$ cat src/rtl/bus_ctrl_pkg.sv
// Shared types and constants for the CPU bus slave: FSM states, request kinds,
// I/O register offsets and STATUS layout.
package bus_ctrl_pkg;

   typedef enum logic [1:0] {
      ST_IDLE = 2'd0,
      ST_WAIT = 2'd1,
      ST_RESP = 2'd2,
      ST_HOLD = 2'd3
   } bus_state_t;

   typedef enum logic [1:0] {
      OP_READ    = 2'd0,
      OP_WRITE   = 2'd1,
      OP_ILLEGAL = 2'd2
   } bus_op_t;

   localparam logic [7:0] IO_GPIO_OUT = 8'd0;
   localparam logic [7:0] IO_GPIO_IN  = 8'd1;
   localparam logic [7:0] IO_TICK     = 8'd2;
   localparam logic [7:0] IO_STATUS   = 8'd3;

   localparam int STATUS_ERR_BIT = 0;

   function automatic logic [7:0] status_word(input logic err);
      logic [7:0] w;
      w = 8'h00;
      w[STATUS_ERR_BIT] = err;
      return w;
   endfunction

endpackage

$ cat src/rtl/bus_ram.sv
// Single-port RAM behind the bus slave; write and registered read share one address.
module bus_ram #(
   parameter int DEPTH = 240
) (
   input  logic       clk,
   input  logic       i_we,
   input  logic [7:0] i_addr,
   input  logic [7:0] i_wdata,
   output logic [7:0] o_rdata
);

   logic [7:0] r_mem [DEPTH];
   logic [7:0] r_rdata;

   always_ff @(posedge clk) begin
      if (i_we) begin
         r_mem[i_addr] <= i_wdata;
      end
      r_rdata <= r_mem[i_addr];
   end

   assign o_rdata = r_rdata;

endmodule

$ cat src/rtl/bus_ctrl.sv
// CPU bus slave: decodes RAM and memory-mapped I/O, inserts RAM wait states,
// returns a one-cycle ready pulse and holds off new requests until strobes drop.
module bus_ctrl
   import bus_ctrl_pkg::*;
#(
   parameter int         RAM_WAIT = 1,
   parameter logic [7:0] IO_BASE  = 8'hF0
) (
   input  logic       clk,
   input  logic       reset,
   input  logic [7:0] address,
   input  logic [7:0] data_wr,
   output logic [7:0] data_rd,
   input  logic       read,
   input  logic       write,
   output logic       ready,
   input  logic [7:0] gpio_in,
   output logic [7:0] gpio_out,
   output logic       bus_err
);

   bus_state_t r_state;
   bus_state_t w_state_next;
   bus_op_t    r_op;
   logic [3:0] r_cnt;
   logic [7:0] r_addr, r_wdata, r_tick, r_tick_cap;
   logic [7:0] r_sync1, r_sync2, r_gpio_out, r_data_rd;
   logic       r_bus_err;
   logic       w_accept, w_access, w_ready, w_is_ram, w_ram_we;
   logic [7:0] w_io_off, w_ram_addr, w_ram_rdata, w_io_rdata;

   assign w_accept   = (r_state == ST_IDLE) && (read || write);
   assign w_is_ram   = r_addr < IO_BASE;
   assign w_io_off   = r_addr - IO_BASE;
   // The RAM sees the live bus address while idle so its registered read is
   // already valid when a zero-wait access completes.
   assign w_ram_addr = (r_state == ST_IDLE) ? address : r_addr;
   assign w_ram_we   = w_access && (r_op == OP_WRITE) && w_is_ram;

   always_ff @(posedge clk or posedge reset) begin
      if (reset) begin
         r_state <= ST_IDLE;
      end else begin
         r_state <= w_state_next;
      end
   end

   always_comb begin
      w_state_next = r_state;
      case (r_state)
         ST_IDLE: if (read || write) w_state_next = ST_WAIT;
         ST_WAIT: if (r_cnt == 4'd0) w_state_next = ST_RESP;
         ST_RESP: w_state_next = ST_HOLD;
         ST_HOLD: if (!read && !write) w_state_next = ST_IDLE;
         default: w_state_next = ST_IDLE;
      endcase
   end

   always_comb begin
      w_ready  = 1'b0;
      w_access = 1'b0;
      case (r_state)
         ST_WAIT: w_access = (r_cnt == 4'd0);
         ST_RESP: w_ready  = 1'b1;
         default: ;
      endcase
   end

   always_ff @(posedge clk or posedge reset) begin
      if (reset) begin
         r_op       <= OP_READ;
         r_addr     <= 8'h00;
         r_wdata    <= 8'h00;
         r_cnt      <= 4'd0;
         r_tick_cap <= 8'h00;
      end else if (w_accept) begin
         r_addr     <= address;
         r_wdata    <= data_wr;
         r_tick_cap <= r_tick;
         if (read && write) begin
            r_op  <= OP_ILLEGAL;
            r_cnt <= 4'd0;
         end else begin
            r_op  <= read ? OP_READ : OP_WRITE;
            r_cnt <= (address < IO_BASE) ? 4'(RAM_WAIT) : 4'd0;
         end
      end else if ((r_state == ST_WAIT) && (r_cnt != 4'd0)) begin
         r_cnt <= r_cnt - 4'd1;
      end
   end

   always_ff @(posedge clk or posedge reset) begin
      if (reset) begin
         r_tick  <= 8'h00;
         r_sync1 <= 8'h00;
         r_sync2 <= 8'h00;
      end else begin
         r_tick  <= r_tick + 8'd1;
         r_sync1 <= gpio_in;
         r_sync2 <= r_sync1;
      end
   end

   always_comb begin
      w_io_rdata = 8'h00;
      case (w_io_off)
         IO_GPIO_OUT: w_io_rdata = r_gpio_out;
         IO_GPIO_IN:  w_io_rdata = r_sync2;
         IO_TICK:     w_io_rdata = r_tick_cap;
         IO_STATUS:   w_io_rdata = status_word(r_bus_err);
         default:     ;
      endcase
   end

   always_ff @(posedge clk or posedge reset) begin
      if (reset) begin
         r_gpio_out <= 8'h00;
         r_bus_err  <= 1'b0;
         r_data_rd  <= 8'h00;
      end else begin
         if (w_accept && read && write) begin
            r_bus_err <= 1'b1;
         end
         if (w_access) begin
            case (r_op)
               OP_READ:  r_data_rd <= w_is_ram ? w_ram_rdata : w_io_rdata;
               OP_WRITE: begin
                  if (!w_is_ram && (w_io_off == IO_GPIO_OUT)) begin
                     r_gpio_out <= r_wdata;
                  end
                  if (!w_is_ram && (w_io_off == IO_STATUS) && r_wdata[STATUS_ERR_BIT]) begin
                     r_bus_err <= 1'b0;
                  end
               end
               default:  r_data_rd <= 8'h00;
            endcase
         end
      end
   end

   bus_ram #(
      .DEPTH(int'(IO_BASE))
   ) u_ram (
      .clk     (clk),
      .i_we    (w_ram_we),
      .i_addr  (w_ram_addr),
      .i_wdata (r_wdata),
      .o_rdata (w_ram_rdata)
   );

   assign data_rd  = r_data_rd;
   assign ready    = w_ready;
   assign gpio_out = r_gpio_out;
   assign bus_err  = r_bus_err;

endmodule

$ cat config.mk
export PLATFORM = sky130hd
export DESIGN_NAME = bus_ctrl
export DESIGN_NICKNAME = d
export VERILOG_FILES = /design/src/rtl/bus_ctrl_pkg.sv /design/src/rtl/bus_ram.sv /design/src/rtl/bus_ctrl.sv
export SDC_FILE = /design/constraint.sdc
export NUM_CORES = 2
export LEC_CHECK = 0
export BUFFER_PORTS_ARGS = -buffer_cell sky130_fd_sc_hd__buf_2
export CORE_MARGIN = 5
export CORE_UTILIZATION = 57
export CTS_CLUSTER_DIAMETER = 150
export DETAILED_ROUTE_END_ITERATION = 10
export PLACE_DENSITY_LB_ADDON = 0.05
export SYNTH_ARGS = -nofsm -noshare
export SYNTH_HDL_FRONTEND = slang
export SYNTH_SLANG_ARGS = --single-unit
$ cat constraint.sdc
create_clock -name clk -period 6.2 [get_ports clk]
set_clock_uncertainty 0.15 [all_clocks]
set_input_delay 1.55 -clock clk [delete_from_list [all_inputs] [get_ports clk]]
set_output_delay 1.55 -clock clk [all_outputs]
set_load 0.03 [all_outputs]
# After elaboration in Yosys (flattened, before gate mapping)
# Memory sizes are Yosys's and may differ from the RTL's. A register that Yosys moved wholly into a read port is not among the register bits.
# Cells that the tools add are included.
# totals
reg_bits	73
mem_bits_rw	1920
inputBits	28
output_inout_bits	18
wordCells	75
memories	1
# op_classes
add_sub_neg	3
order_cmp	2
eq_ne	10
mux	22
bitwise_logic	1
reduce_logical	24
# memory_table
memory	words	word_bits	read_ports	rd_clocked_by_memory_dff	write_ports	line_no	text
u_ram.r_mem	240	8	1	1	1	bus_ram.sv:12	logic [7:0] r_mem [DEPTH];
# ops
cell	count
$pmux W8 S4	1
$eq A8 B2 Y1 const B	2
$lt A8 B8 Y1 const B	2
$mux W8	2
$pmux W8 S2	1
$logic_and A1 B1 Y1	11
$mux W1	11
$add A8 B1 Y8 const B	1
$eq A8 B1 Y1 const B	1
$logic_not A8 Y1	1
$mux W2	4
$mux W4	2
$pmux W2 S4	1
$sub A8 B8 Y8 const B	1
$reduce_and A3 Y1	2
$eq A2 B1 Y1 const B	2
$eq A2 B2 Y1 const B	2
$logic_not A2 Y1	2
$logic_not A4 Y1	1
$ne A2 B2 Y1 const B	2
$reduce_bool A4 Y1	1
$sub A4 B1 Y4 const B	1
$logic_not A1 Y1	3
$ne A2 B1 Y1 const B	1
other kinds (4)	4

# Logic depth before layout (Yosys ltp)
# logic_depth
ltp_word	8
mapped_depth	14
ltp_nobuf	9

# Modules after synthesis
# From an unflattened synthesis, not the netlist that was laid out.
# hier_totals
cells_unflattened	3627
hier_area_um2	77710.8
# modules_own_cells
mod	n_inst	cells_each	area_per_inst_um2	seq_area_each_um2
bus_ram	1	3388	74517.7	57815.4
bus_ctrl	1	239	3193.1	1826.8

# Worst setup path before layout
# No wires, ideal clock.
# synth_timing
path_kind	in2reg
startpoint	input port address[1]
endpoint	memory u_ram.r_mem[120][0] (enable)
setup_ps	370
t_arrival_ps	3643
required_ps	5680
setup_slack_ps	2036
cell_stages	9
path_buffers	5
path_cell_list	mux2_2 > buf_2 > buf_2 > buf_2 > buf_1 > nor3_1 > nand2_1 > clkbuf_1 > nor2_1
# synth_via
elab_chain_cells	1
# synth_lines
element	line_no	text
start: declaration	bus_ctrl.sv:11	input logic [7:0] address,
$mux W8	bus_ctrl.sv:37	assign w_ram_addr = (r_state == ST_IDLE) ? address : r_addr;
end: declaration	bus_ram.sv:12	
# No other way between the ends.

# Worst setup path in the final report
# layout_timing
startpoint	register r_state[1]
endpoint	register u_ram.r_rdata[1] (netlist: u_ram.o_rdata[1]), read port of u_ram.r_mem
# layout_via
elab_chain_cells	2
# layout_lines
element	line_no	text
start: declaration	bus_ctrl.sv:22	bus_state_t r_state;
start signal: assignment	bus_ctrl.sv:44	r_state <= w_state_next;
$logic_not A2 Y1	bus_ctrl.sv:37	
$mux W8	bus_ctrl.sv:37	
end: declaration	bus_ram.sv:13	logic [7:0] r_rdata;
# No other way between the ends.
# A chain may end at the register's enable or synchronous reset.

==> metrics.yaml <==
clocking:
  postCtsSetupBuffers: 0
  cts_buffers: 197
  cts.htree.levels: 4
  cts_num_sinks: 2001
  cts_resized: 0
  root_buffer: "clkbuf_16"
  cts_tree: "yes"
  path_clk_slew_ns: 0.06
  ctsLongestPathBuffers: 3
  postCtsHoldBufs: 0
  clk_latency_ns: 0.81
min_path:
  hold_path_end: "r_sync2[4]"
  hp-class: "register to register"
  hp-start: "r_sync1[4]"
  min_path_cells: 0
logic_synthesis:
  syn_nets: 5110
  ys_types: 55
  seq_area_frac_synth_pct: 76.7
  syn-cell-area_um2: 77700
  synth_top_family_by_area: "simple AND/OR/NAND/NOR gates"
  synth_compound_area_share_pct: 3.18
  synthSimpleGateAreaFrac_pct: 11.6
  async_flop_share_pct: 3.65
  synth_adder_area_share_pct: 0.129
  synth_mux_area_share_pct: 6.59
  synth_edf_count: 1920
  ys_warn_count: 0
  syn_area_per_cell_um2: 15.3
  synth-xor-area-share_pct: 0.101
  postSynthCellCount: 5074
  synthFlopType: "edfxtp_1"
  ys_ff_latch: 2001
floorplanning:
  die-area_um2: 144000
  row_count: 135
  floorplan.io_pins: 46
  core-area_um2: 135000
  die_y_um: 379
  start_util_pct: 57.4
  die-width_um: 379
finish:
  drive_above_1_share_pct: 14.2
  syn2layout_area_growth_pct: 12.0
  fin_area_um2: 87100
  fin_nets: 5252
detailed_routing:
  wl_per_cell_um: 29.6
  vias: 45400
  routed_wl_um: 212000
  drt_iter0_drc: 6241
  firstDrtPassIters: 7
  route.detailed.drc: 0
  ant_nets: 0
  viasPerCell: 6.35
timing:
  finalSetupViolCount: 0
  rsz0062_at_grt: "false"
  hold_viol: 0
  slew_viol_final: 0
  whs_ns: 0.197
  tightestPinTransition_ns: 1.31
  fmax_ghz: 0.174
  tns_ns: 0
  post-route-period-util_pct: 92.5
  slew_headroom_pct: 12.7
  period_minus_slack_ns: 5.73
worst_setup_path:
  r2r_slack_ns: 0.47
  startpoint_type: "register"
  end_kind: "register"
  r2r-start: "r_state[1]"
  critical_path_class: "register to register"
  required_ns: 6.72
  r2r-end: "u_ram.o_rdata[1]"
  reg2reg_depth: 12
  arrival_ns: 6.25
  crit_fanout: 94
global_routing:
  grt_max_degree: 210
  grt_overflow: 0
  grt_pass1_vias: 43700
  antenna_found_initial: 16
  grt_pass1_wl_um: 307000
  track_usage_pct: 29.7
pwr:
  clkPwrFrac_pct: 26.8
  peakVddDrop_mv: 0.461
  total_leakage_power_uw: 0.0286
  internal_power_uw: 27300
  combPwrFrac_pct: 32.1
  p_switching_uw: 15400
  power_density_nw_per_um2: 490
  p_seq_share_pct: 41.2
  swShare_pct: 36.0
placement:
  numPortBuffers: 45
  place.gp.congestion: 0.895
  placed_cell_area_um2: 80900
  dpl.hpwl_um: 130000
run_status:
  status: "completed"
flow_run:
  max_cap_violations: 0
## final cells by class
| class | instances | area (um^2) |
|---|---|---|
| clock inverter | 101 | 816 |
| tap | 1781 | 2230 |
| timing repair buffer | 241 | 2000 |
| antenna | 4 | 10.0 |
| clock buffer | 255 | 5290 |
| inverter | 10 | 38.8 |
| multi-input combinational | 2765 | 17000 |
| sequential | 2001 | 59700 |
| fill | 9622 | 48400 |
## Yosys cell counts, types with 28 or more instances
cell type / number / area share (%)
edfxtp_1: 1920 / 74
nand2_1: 1240 / 6.0
nand3_1: 421 / 2.7
nor2_1: 267 / 1.3
mux4_2: 201 / 5.8
clkbuf_1: 184 / 0.89
a31oi_1: 154 / 1.2
nand4_1: 153 / 1.2
buf_2: 77 / 0.50
dfrtp_1: 73 / 2.3
mux2i_1: 46 / 0.59
a22oi_1: 45 / 0.43
o21ai_0: 39 / 0.25
buf_1: 28 / 0.14
## power by group through the flow
stage / logic [uW] / registers (uW) / clock network [uW]
detailed placement: 13600 / 17800 / 0
global route: 14500 / 17600 / 12100
global placement: 13500 / 17800 / 0
CTS: 13600 / 17500 / 11600
finish: 13700 / 17600 / 11400
floorplan: 7420 / 18400 / 0
## routing by layer
layer  part of all wire [%]  track usage, %  up-vias
li1                       -               -    19600
met1                     41            44.2    23100
met2                     46            44.6     2340
met3                    9.9            6.19      375
met4                    3.6            10.0        2
met5                 0.0061               0        -
## through the flow
step                      power, uW  setup slack (ns)  std cells  util, %
final                         42700             0.466       7158     64.3
after global routing          44200             0.324       7154     64.3
after CTS                     42700             0.681       7154     64.3
after detailed placement      31400             0.515       6798     59.7
after global placement        31300             0.507       6798     59.7
after floorplan               25900              2.04       5074        -
## sequential cells by signal (all words and copies together), names as in the netlist
name           flops
r_op               2
gpio_out           8
r_cnt              4
u_ram.r_mem     1920
r_sync1            8
r_wdata            8
r_tick_cap         8
r_tick             8
bus_err            1
r_sync2            8
r_state            2
u_ram.o_rdata      8
r_addr             8
data_rd            8
## how the worst max path moves through the flow
stage | start | endpoint | slack [ns]
3_5_place_dp | address[0] | u_ram.o_rdata[5] | 0.52
2_1_floorplan | address[1] | u_ram.r_mem[120][0] | 2.04
6_report | r_state[1] | u_ram.o_rdata[1] | 0.47
4_1_cts | r_state[1] | u_ram.o_rdata[0] | 0.68
3_3_place_gp | address[1] | u_ram.o_rdata[0] | 0.51
5_1_grt | r_state[1] | u_ram.o_rdata[1] | 0.32
## placed cells by master (no fill, tap or decap), types with 24 or more instances in the layout
cell / count
nand3_1: 421
buf_2: 45
buf_4: 172
buf_12: 24
clkinv_1: 40
mux2i_1: 42
dfrtp_1: 65
nand2_1: 1240
o21ai_0: 38
nand4_1: 153
clkbuf_1: 48
a22oi_1: 45
nor2_1: 266
mux4_2: 201
clkinv_2: 34
a31oi_1: 154
clkbuf_16: 201
edfxtp_1: 1920
## kinds of logic after synthesis
group	after synthesis
flip-flops	2001
AND/OR/NAND/NOR	2128
buffers and inverters	308
multiplexers	259
adder cells (fa/ha/maj)	8
AO/OA/AOI/OAI	361
XOR/XNOR	9
## worst max-delay path, stage by stage, from the launching register on
cell	delay, ns
dfrtp_1	0.40
inv_1	0.13
ha_2	0.72
buf_4	0.37
mux2_8	0.71
buf_12	0.32
buf_4	0.36
mux4_2	0.37
a22o_1	0.24
o21ai_0	0.87
a41oi_1	0.32
a2111oi_0	0.44
nand3_1	0.13
No activity file was read; power rests on OpenSTA's default activity.
